### src/rtl/led_chaser_gen.sv
`default_nettype none
// ============================================================================
//  Module      : led_chaser_gen
//  Description : Parametrised LED pattern generator. A prescaler enable
//                advances a position register once every DIV clocks; the
//                position is decoded into ROTATE, BOUNCE or FILL patterns.
//                Exports one-cycle step and wrap strobes.
//  Revision    : 1.0 - initial release
// ============================================================================
module led_chaser_gen #(
  parameter int N_LED = 8,
  parameter int DIV   = 5_000_000
) (
  input  logic             clk,
  input  logic             rst,
  input  logic             stop,
  input  logic [1:0]       mode,
  input  logic             dir,
  output logic [N_LED-1:0] led,
  output logic             step,
  output logic             wrap
);

  localparam int CW = (DIV > 1) ? $clog2(DIV) : 1;
  localparam int PW = $clog2(N_LED);

  localparam logic [CW-1:0] C_CNT_MAX = CW'(DIV - 1);
  localparam logic [PW-1:0] C_POS_MAX = PW'(N_LED - 1);

  typedef enum logic [1:0] {
    M_ROTATE = 2'b00,
    M_BOUNCE = 2'b01,
    M_FILL   = 2'b10,
    M_RSVD   = 2'b11
  } mode_t;

  typedef enum logic {
    BD_UP = 1'b0,
    BD_DN = 1'b1
  } bdir_t;

  logic [CW-1:0] cnt_q,  cnt_d;
  logic [PW-1:0] pos_q,  pos_d;
  bdir_t         bdir_q, bdir_d;
  mode_t         mode_q, mode_d;
  logic          dir_q,  dir_d;
  logic          step_q, step_d;
  logic          wrap_q, wrap_d;

  logic          tick;
  logic          mode_chg;
  logic [N_LED-1:0] led_dec;

  // Prescaler terminal count; stop suppresses the tick as well as the count.
  assign tick     = !stop && (cnt_q == C_CNT_MAX);
  assign mode_chg = (mode_t'(mode) != mode_q);

  // Next-state: mode change restarts the pattern and outranks a pending tick.
  always_comb begin
    cnt_d  = cnt_q;
    pos_d  = pos_q;
    bdir_d = bdir_q;
    mode_d = mode_q;
    dir_d  = dir_q;
    step_d = 1'b0;
    wrap_d = 1'b0;

    if (!stop) begin
      cnt_d = tick ? '0 : cnt_q + CW'(1);
    end

    if (mode_chg) begin
      mode_d = mode_t'(mode);
      dir_d  = dir;
      pos_d  = '0;
      bdir_d = BD_UP;
      cnt_d  = '0;
    end else if (tick) begin
      dir_d  = dir;
      step_d = 1'b1;
      case (mode_q)
        M_BOUNCE: begin
          // Endpoints reverse direction immediately so they are never repeated.
          if (bdir_q == BD_UP) begin
            if (pos_q == C_POS_MAX) begin
              bdir_d = BD_DN;
              pos_d  = C_POS_MAX - PW'(1);
            end else begin
              pos_d  = pos_q + PW'(1);
            end
          end else begin
            if (pos_q == '0) begin
              bdir_d = BD_UP;
              pos_d  = PW'(1);
            end else begin
              pos_d  = pos_q - PW'(1);
            end
          end
        end
        M_FILL: begin
          pos_d = (pos_q == C_POS_MAX) ? '0 : pos_q + PW'(1);
        end
        default: begin
          // ROTATE and the reserved encoding share one behaviour.
          if (dir) begin
            pos_d = (pos_q == '0) ? C_POS_MAX : pos_q - PW'(1);
          end else begin
            pos_d = (pos_q == C_POS_MAX) ? '0 : pos_q + PW'(1);
          end
        end
      endcase
      wrap_d = (pos_d == '0);
    end
  end

  // State register with asynchronous reset.
  always_ff @(posedge clk or posedge rst) begin
    if (rst) begin
      cnt_q  <= '0;
      pos_q  <= '0;
      bdir_q <= BD_UP;
      mode_q <= M_ROTATE;
      dir_q  <= 1'b0;
      step_q <= 1'b0;
      wrap_q <= 1'b0;
    end else begin
      cnt_q  <= cnt_d;
      pos_q  <= pos_d;
      bdir_q <= bdir_d;
      mode_q <= mode_d;
      dir_q  <= dir_d;
      step_q <= step_d;
      wrap_q <= wrap_d;
    end
  end

  // LED decode from registered state only (no input-to-output path).
  always_comb begin
    led_dec = '0;
    for (int i = 0; i < N_LED; i++) begin
      if (mode_q == M_FILL) begin
        if (dir_q) begin
          led_dec[i] = (i >= (N_LED - 1 - int'(pos_q)));
        end else begin
          led_dec[i] = (i <= int'(pos_q));
        end
      end else begin
        led_dec[i] = (i == int'(pos_q));
      end
    end
  end

  assign led  = led_dec;
  assign step = step_q;
  assign wrap = wrap_q;

endmodule
`default_nettype wire

### config.mk
export PLATFORM = sky130hd
export DESIGN_NAME = led_chaser_gen
export DESIGN_NICKNAME = d
export VERILOG_FILES = /design/src/rtl/led_chaser_gen.sv
export SDC_FILE = /design/constraint.sdc
export NUM_CORES = 1
export LEC_CHECK = 0
export ABC_CLOCK_PERIOD_IN_PS = 3400
export CORE_UTILIZATION = 63
export CTS_BUF_LIST = sky130_fd_sc_hd__clkbuf_4 sky130_fd_sc_hd__clkbuf_8 sky130_fd_sc_hd__clkbuf_16
export CTS_CLUSTER_SIZE = 30
export DETAILED_ROUTE_END_ITERATION = 10
export HOLD_SLACK_MARGIN = 0.06
export PLACE_DENSITY = 0.85
export SETUP_SLACK_MARGIN = 0.15
export SYNTH_ARGS = -nofsm -noshare
export SYNTH_HDL_FRONTEND = slang
export SYNTH_SLANG_ARGS = --single-unit
### constraint.sdc
create_clock -name clk -period 3.4 [get_ports clk]
set_input_delay 0.51 -clock clk [delete_from_list [all_inputs] [get_ports clk]]
set_output_delay 0.51 -clock clk [all_outputs]
set_load 0.01 [all_outputs]
==> metrics.cfg, run 1 <==
[global_routing]
grt_util_all_layers = 0.2875
grt_pass1_wl_mm = 7.803
grt_max_degree = 18
antenna_found_initial = 0
grt_overflow = 0
first_global_vias = 1599

[final_layout]
regArea_um2 = 800.8
diodes = 0
drive_gt1_frac = 0.09091
area_growth_pct = 9.303
nets = 285
fin_area_um2 = 2455
multiInputGateArea_um2 = 1329
fillerInstances = 252

[power]
leakage_nw = 1.006
peakVddDrop_mv = 0.2659
p_per_area_nw_per_um2 = 275.8

[cts]
clock-sinks = 32
worstSkewPairLatency_ns = 0.34
ctsRootBufferMaster = clkbuf_4
postCtsSetupBuffers = 0
cts_tree = built
cts_resized = 0
clk_pin_slew_worst_paths_ns = 0.10
h-tree-depth = 2
max-clock-path-buffers = 2
cts_buffers = 5
postCtsHoldBufs = 0

[critical_path]
cp.required_ns = 2.89
crit_slowest_cell = clkdlybuf4s50_1
crit_type = reg -> out
worstPathArrival_ns = 2.40
worstPathMaxFanout = 14
cp-end-kind = output port
worstPathCellList = inv_1 -> ha_1 -> nand2_1 -> o22ai_1 -> clkdlybuf4s50_1
max_stage_delay_ns = 0.57
critPathLaunchType = register

[place]
gp_congestion = 0.8876
io_buffers = 15
postPlaceCellArea_um2 = 2405
dp_hpwl_mm = 3.464

[synthesis]
syn-num-nets = 271
syn_area_per_cell_um2 = 8.984
yosys_warnings = 0
synthTopCellsByArea = dfrtp_1 36%, ha_1 8.4%, xor2_1 5.5%
synth_edf_count = 0
synth_ff_type = dfrtp_1
synth_top_area_cell = dfrtp_1
synth-seq-cells = 32
synth_seq_area_share = 0.3565
synth.distinct_cells = 57
async_flop_share = 1.000
netlist.area_leader.share = 0.3565
postSynthCellCount = 250
syn-cell-area_um2 = 2246

[timing]
slew_headroom = 0.5709
worst_slew_pin_slew_ns = 0.6429
setup_viol = 0
fmax_mhz = 343.7
rsz0062_at_grt = no
layout_min_cycle_time_ns = 2.910
fin_worst_skew_ns = 0.01051
finalHoldViolCount = 0
slew_viol_final = 0
setup_tns_ns = 0
period_share = 0.8557

[routing]
drt_pass1_iterations = 4
vias_per_cell = 6.019
wirelength_mm = 4.753
drt-wirelength-per-cell_um = 15.33
antenna_left = 0
drtIter0Drc = 192
vias = 1866
remaining_drc_errors = 0

[die]
ios = 16
dieArea_um2 = 3808
dieWidth_um = 61.71
core.rowCount = 21
die_h_um = 61.71
start_util = 0.6678
core_um2 = 3363

[status]
status = finished clean

[run]
max_cap_viol_count = 0

[min_path]
hp-class = in -> async

## registers in the layout, indices dropped and copies added (netlist names)
| register | cells |
|---|---|
| cnt_q | 23 |
| mode_q | 2 |
| pos_q | 3 |
| step | 1 |
| wrap | 1 |
| bdir_q | 1 |
| dir_q | 1 |
## metal layers
layer	part of all wire	track usage	up-vias	wire length [µm]
met5	0	0	-	0
met4	0.016	0.1048	0	74
met3	0.055	0.05590	6	263
met2	0.42	0.3917	54	2019
met1	0.50	0.4510	878	2396
li1	-	-	928	-
## through the flow
step           hold slack (ns)  power [W]    util  cells  setup WS (ns)
2_1_floorplan           0.4868  0.0004471       -    250          1.374
4_1_cts                 0.5453  0.0006840  0.7299    310         0.4739
3_5_place_dp            0.5269  0.0004732  0.7150    303         0.7181
5_1_grt                 0.5601  0.0007034  0.7299    310         0.3197
6_report                0.5529  0.0006771  0.7299    310         0.4905
3_3_place_gp            0.5233  0.0004712  0.7150    303         0.7272
## cell type report
| cell class | count | share of cell area |
|---|---|---|
| multi-input cells | 195 | 0.5413 |
| inverters | 12 | 0.01835 |
| well taps | 46 | 0.02345 |
| clock inverters | 1 | 0.002039 |
| flip-flops and latches | 32 | 0.3262 |
| clock buffers | 6 | 0.01835 |
| repair buffers | 18 | 0.07034 |
## critical path: cells and delay by family, from the launching register on
family | cells | cell delay, ns
simple gates | 1 | 0.30
buf+inv | 2 | 0.64
fa+ha+maj | 1 | 0.43
compound gates | 1 | 0.26
flops | 1 | 0.42
## kinds of logic after synthesis
family,Yosys count,share of synthesized area
AND/OR/NAND/NOR,110,0.2819
AO/OA/AOI/OAI,48,0.1382
adder cells (fa/ha/maj),15,0.08357
multiplexers,3,0.01393
buffers and inverters,23,0.05181
flip-flops,32,0.3565
XOR/XNOR,19,0.07409
## worst paths after layout
kind | end | cells after the start | slack [ns] | startpoint
max | led[6] | 5 | 0.49 | mode_q[0]
min in group clk | cnt_q[22] | 1 | 0.56 | cnt_q[22]
max in group asynchronous | dir_q | 3 | 2.18 | rst
min reg2reg | cnt_q[22] | 1 | 0.56 | cnt_q[22]
max reg2reg | wrap | 8 | 1.13 | pos_q[0]
min | cnt_q[10] | 2 | 0.55 | rst
## power by group
part,switching (W),leakage [nW],internal (W)
clock,0.000128,0.0315,0.0000840
sequential,0.00000323,0.440,0.000384
combinational,0.0000491,0.534,0.0000288
total,0.000180,1.01,0.000497
## synthesized netlist by cell type (4+ instances only)
library cell  instances
a21oi_1              13
and3_1                5
clkbuf_1              6
dfrtp_1              32
ha_1                 15
inv_1                12
nand2_1              21
nand3_1              10
nand4_1               8
nor2_1               28
nor2b_1               4
o21ai_0               9
xnor2_1               5
xor2_1               14
## cell usage in the layout (no fill, tap or decap), types with 6 or more instances in the layout
cell	instances
clkbuf_4	6
nand2_1	21
a21oi_1	13
ha_1	15
clkdlybuf4s50_1	15
nor2_1	28
xor2_1	14
inv_1	12
nand3_1	10
dfrtp_1	32
o21ai_0	9
nand4_1	8
Power figures use the tool's default switching activity.
==> inputs of run 2 (changes only) <==
--- a/config.mk
+++ b/config.mk
@@ -6,12 +6,14 @@
 export NUM_CORES = 1
 export LEC_CHECK = 0
 export ABC_CLOCK_PERIOD_IN_PS = 3400
+export CORE_ASPECT_RATIO = 2
 export CORE_UTILIZATION = 63
 export CTS_BUF_LIST = sky130_fd_sc_hd__clkbuf_4 sky130_fd_sc_hd__clkbuf_8 sky130_fd_sc_hd__clkbuf_16
 export CTS_CLUSTER_SIZE = 30
 export DETAILED_ROUTE_END_ITERATION = 10
 export HOLD_SLACK_MARGIN = 0.06
 export PLACE_DENSITY = 0.85
+export RECOVER_POWER = 25
 export SETUP_SLACK_MARGIN = 0.15
 export SYNTH_ARGS = -nofsm -noshare
 export SYNTH_HDL_FRONTEND = slang
==> metrics.cfg, run 2 (same netlist as run 1, synthesis figures left out) <==
[die]
dieArea_um2 = 3822
core.rowCount = 30
dieWidth_um = 44.22
start_util = 0.6648
die_h_um = 86.44
ios = 16
core_um2 = 3378

[critical_path]
cp.required_ns = 2.89
reg2reg_depth = 8
cp-end-kind = output port
r2r_slack_ns = 1.00
worstPathMaxFanout = 14
worstPathArrival_ns = 2.39
timing.rr.end = wrap
r2r-start = pos_q[0]
crit_type = reg -> out
critPathLaunchType = register

[final_layout]
fillerInstances = 252
diodes = 0
multiInputGateArea_um2 = 1329
area_growth_pct = 11.75
drive_gt1_frac = 0.09057
final_common_cell = dfrtp_1
regArea_um2 = 800.8
mostFrequentLayoutCells = 32 x dfrtp_1, 28 x nor2_1, 21 x nand2_1
top_register = cnt_q
largest_register_ff_count = 23
nets = 285
fin_util = 0.7430
largestRegisters = cnt_q x23, pos_q x3, mode_q x2

[global_routing]
grt_max_degree = 33
antenna_found_initial = 0
first_global_vias = 1894
grt_overflow = 0
grt_pass1_wl_mm = 8.832
grt_util_all_layers = 0.3195

[place]
gp_congestion = 1.044
io_buffers = 15
dp_hpwl_mm = 4.086
preCtsSetupSlack_ns = 0.7008

[routing]
vias_per_cell = 6.697
vias = 1989
drt-wirelength-per-cell_um = 18.73
wirelength_mm = 5.563
drtIter0Drc = 116
remaining_drc_errors = 3
antenna_left = 0
drt_pass1_iterations = 10

[cts]
max-clock-path-buffers = 2
clock-sinks = 32
postCtsSetupBuffers = 0
cts_tree = built
cts_buffers = 5
clk_pin_slew_worst_paths_ns = 0.06
worstSkewPairLatency_ns = 0.29
cts_resized = 0
h-tree-depth = 2
ctsRootBufferMaster = clkbuf_8
postCtsHoldBufs = 0

[timing]
setup_tns_ns = 0
setup_viol = 0
rsz0062_at_grt = no
finalHoldViolCount = 0
slew_headroom = -0.1435
layout_min_cycle_time_ns = 2.904
setup_ws_ns = 0.4958
period_share = 0.8542
fin_worst_skew_ns = 0.004861
worst_slew_pin_slew_ns = 1.715
slew_viol_final = 33
fmax_mhz = 344.3

[min_path]
hold_depth = 1
holdPathEnd = cnt_q[22]
hp-class = reg -> reg
min-delay-start = cnt_q[22]

[status]
violations = design-rule violations, max-capacitance violations, max-slew violations
status = finished, violations left

[power]
peakVddDrop_mv = 0.3862
total_power_w = 0.0008654
leakage_nw = 1.037
p_per_area_nw_per_um2 = 344.8

[run]
max_cap_viol_count = 1

-- run 2: cell count changes in the layout (fill, tap and decap cells not counted), sizes merged --
| cell | change |
|---|---|
| bufinv | +1 |
| clkbuf | +2 |
| dlygate4sd3 | +3 |
| buf | -1 |
| clkdlybuf4s50 | -3 |
| clkinv | -1 |
-- run 2: stage by stage --
stage / instance area [µm²] / hold WS [ns] / instances
3_3_place_gp: 2387 / 0.5284 / 289
6_report: 2510 / 0.5595 / 297
3_5_place_dp: 2387 / 0.5217 / 289
4_1_cts: 2514 / 0.5525 / 297
2_1_floorplan: 2246 / 0.4868 / 250
5_1_grt: 2510 / 0.5775 / 297
-- run 2: how the worst max path moves through the flow --
stage                         start      to  slack [ns]  depth (start not counted)
final                     mode_q[0]  led[2]        0.50                          6
after global routing      mode_q[0]  led[2]        0.39                          6
after CTS                 mode_q[0]  led[2]        0.49                          6
after detailed placement       stop   dir_q        0.70                          7
after global placement         stop   dir_q        0.73                          7
after floorplan            pos_q[1]    wrap        1.37                          9
-- run 2: metal layers --
metal	wire length, µm	global-route usage	share of wire
met1	1843	0.3030	0.33
met2	3178	0.5842	0.57
met3	229	0.06458	0.041
met4	312	0.2011	0.056
met5	0	0	0
-- run 2: critical path, cell delays in order, from the launching register on --
cell and delay (ns):
dfrtp_1 0.42, inv_1 0.07, ha_1 0.44, nand2_1 0.31
a211oi_1 0.30, a21oi_1 0.07, clkdlybuf4s50_1 0.49
-- run 2: layout make-up --
cell class	instances	area share
Tap cell	32	0.01595
Timing Repair Buffer	18	0.06730
Clock inverter	1	0.01196
Inverter	12	0.01795
Clock buffer	7	0.03838
Multi-Input combinational cell	195	0.5294
Sequential cell	32	0.3190
-- run 2: where the power goes --
part           switching, W  internal, W
combinational     0.0000518    0.0000261
clock              0.000141     0.000258
sequential       0.00000380     0.000385
==> inputs of run 3 (changes only) <==
--- a/config.mk
+++ b/config.mk
@@ -5,9 +5,10 @@
 export SDC_FILE = /design/constraint.sdc
 export NUM_CORES = 1
 export LEC_CHECK = 0
+export ABC_AREA = 1
 export ABC_CLOCK_PERIOD_IN_PS = 3400
 export CORE_ASPECT_RATIO = 2
-export CORE_UTILIZATION = 63
+export CORE_UTILIZATION = 64
 export CTS_BUF_LIST = sky130_fd_sc_hd__clkbuf_4 sky130_fd_sc_hd__clkbuf_8 sky130_fd_sc_hd__clkbuf_16
 export CTS_CLUSTER_SIZE = 30
 export DETAILED_ROUTE_END_ITERATION = 10
==> metrics.cfg, run 3 <==
[status]
status = finished, violations left
violations = max-capacitance violations, max-slew violations

[synthesis]
syn-num-nets = 388
synth_ff_type = dfrtp_1
synth_seq_area_share = 0.3247
syn_area_per_cell_um2 = 6.720
synth_top_area_cell = dfrtp_1
synthTopCellsByArea = dfrtp_1 32%, nand2_1 16%, ha_1 7.6%
yosys_warnings = 0
synth_most_common_cell = nand2_1
postSynthCellCount = 367
synthSimpleGateAreaFrac = 0.4125
synth-xor-area-share = 0.01421
synth_top_family_by_area = simple AND/OR/NAND/NOR gates
syn-cell-area_um2 = 2466
synth.area.mux_share = 0
synthAdderAreaFrac = 0.07610
synth_compound_area_frac = 0.08321
synth_edf_count = 0
synth-seq-cells = 32
synth.distinct_cells = 31
async_flop_share = 1.000
synthTopCellsByCount = 106 x nand2_1, 47 x nor2_1, 45 x inv_1
netlist.area_leader.share = 0.3247

[routing]
remaining_drc_errors = 0
drt_pass1_iterations = 5
vias_per_cell = 5.646
drtIter0Drc = 99
drt-wirelength-per-cell_um = 14.58
vias = 2456
wirelength_mm = 6.341
antenna_left = 0

[timing]
slew_viol_final = 33
rsz0062_at_grt = no
fin_worst_skew_ns = 0.005831
finalHoldViolCount = 0
slew_headroom = -0.1631
setup_viol = 0
layout_min_cycle_time_ns = 2.879
holdWs_ns = 0.5150
setup_tns_ns = 0
period_share = 0.8466
worst_slew_pin_slew_ns = 1.745
fmax_mhz = 347.4

[min_path]
holdPathEnd = cnt_q[1]
hold_depth = 2
min-delay-start = cnt_q[1]
hp-class = reg -> reg

[cts]
cts_tree = built
worstSkewPairLatency_ns = 0.29
clk_pin_slew_worst_paths_ns = 0.07
h-tree-depth = 2
cts_resized = 0
ctsRootBufferMaster = clkbuf_8
cts_buffers = 5
postCtsHoldBufs = 0
postCtsSetupBuffers = 0
max-clock-path-buffers = 2
clock-sinks = 32

[die]
die_h_um = 89.79
start_util = 0.6764
dieArea_um2 = 4121
dieWidth_um = 45.90
core.rowCount = 31
core_um2 = 3646
ios = 16

[final_layout]
diodes = 0
drive_gt1_frac = 0.09585
top_register = cnt_q
largestRegisters = cnt_q x23, pos_q x3, mode_q x2
mostFrequentLayoutCells = 106 x nand2_1, 47 x nor2_1, 45 x inv_1
area_growth_pct = 11.31
largest_register_ff_count = 23
nets = 406
final_common_cell = nand2_1

[power]
power_frac_comb = 0.128
leakage_nw = 1.298
p_seq_frac = 0.486
p_per_area_nw_per_um2 = 291.8
switching_power_w = 0.0002191
p_clk_frac = 0.386
switching_share = 0.2735
intPower_w = 0.0005818
peakVddDrop_mv = 0.2396

[critical_path]
cp-end-kind = output port
worstPathMaxFanout = 9
critPathLaunchType = register
cp.required_ns = 2.89
r2r_slack_ns = 1.52
worstPathArrival_ns = 2.37
r2r-start = pos_q[0]
crit_type = reg -> out
timing.rr.end = wrap
reg2reg_depth = 9

[place]
io_buffers = 15
gp_congestion = 0.9044
dp_hpwl_mm = 4.931

[global_routing]
grt_pass1_wl_mm = 10.37
antenna_found_initial = 0
grt_overflow = 0
grt_max_degree = 33
first_global_vias = 2424
grt_util_all_layers = 0.3451

[run]
max_cap_viol_count = 1

## run 3: cell types whose count changed after synthesis, sizes merged, moves of 5 or more
cell | before | now
a21oi | 13 | 8
clkbuf | 7 | 2
nor2 | 29 | 57
xor2 | 14 | 3
nand2 | 22 | 110
nand3 | 11 | 35
nor3 | 1 | 12
inv | 12 | 51
and3 | 7 | 0
## run 3: logic make-up (layout without fill, tap and decap cells)
family          Yosys count  count (layout)
compound gates           35              35
xor+xnor                  4               4
fa+ha+maj                15              15
buf+inv                  56              75
flops                    32              32
simple gates            225             225
## run 3: worst max path at each step
stage / from / end / cells past startpoint
2_1_floorplan: mode_q[0] / led[6] / 7
3_3_place_gp: mode_q[0] / led[6] / 7
3_5_place_dp: mode_q[0] / led[6] / 7
4_1_cts: mode_q[0] / led[6] / 7
5_1_grt: mode_q[0] / led[6] / 7
6_report: mode_q[0] / led[6] / 7
## run 3: through the flow
stage	total power [W]	util	instances	area [µm²]	setup slack (ns)
6_report	0.0008009	0.7529	435	2745	0.5214
5_1_grt	0.0008305	0.7529	435	2745	0.4197
4_1_cts	0.0008006	0.7539	435	2749	0.5227
3_5_place_dp	0.0004998	0.7286	427	2656	0.8389
3_3_place_gp	0.0004983	0.7286	427	2656	0.9113
2_1_floorplan	0.0004620	-	367	2466	1.539
## run 3: layer usage
layer  vias up  routed length, µm  GRT usage
met5         -                  0          0
met4         0                320     0.2083
met3        30                219    0.04418
met2        79               3590     0.6338
met1      1140               2211     0.3214
li1       1207                  -          -
## run 3: worst max-delay path, cell delays in order (launching register included)
cell	delay, ns
dfrtp_1	0.40
inv_2	0.06
ha_1	0.32
inv_1	0.13
o21ai_0	0.35
nand2_1	0.10
a32oi_1	0.16
clkdlybuf4s50_1	0.55
## run 3: power groups by stage
stage / clock network, W / logic (W) / registers, W
4_1_cts: 0.000308 / 0.000103 / 0.000390
3_5_place_dp: 0 / 0.000103 / 0.000397
2_1_floorplan: 0 / 0.0000665 / 0.000396
6_report: 0.000309 / 0.000103 / 0.000390
3_3_place_gp: 0 / 0.000102 / 0.000396
5_1_grt: 0.000327 / 0.000113 / 0.000390
## run 3: area by class of cell
cell class | instances | area [µm²]
Inverter | 51 | 191.4
Multi-Input combinational cell | 279 | 1445
Clock buffer | 6 | 82.58
Fill cell | 350 | 900.9
Clock inverter | 2 | 10.01
Sequential cell | 32 | 800.8
Timing Repair Buffer | 16 | 153.9
Tap cell | 49 | 61.31
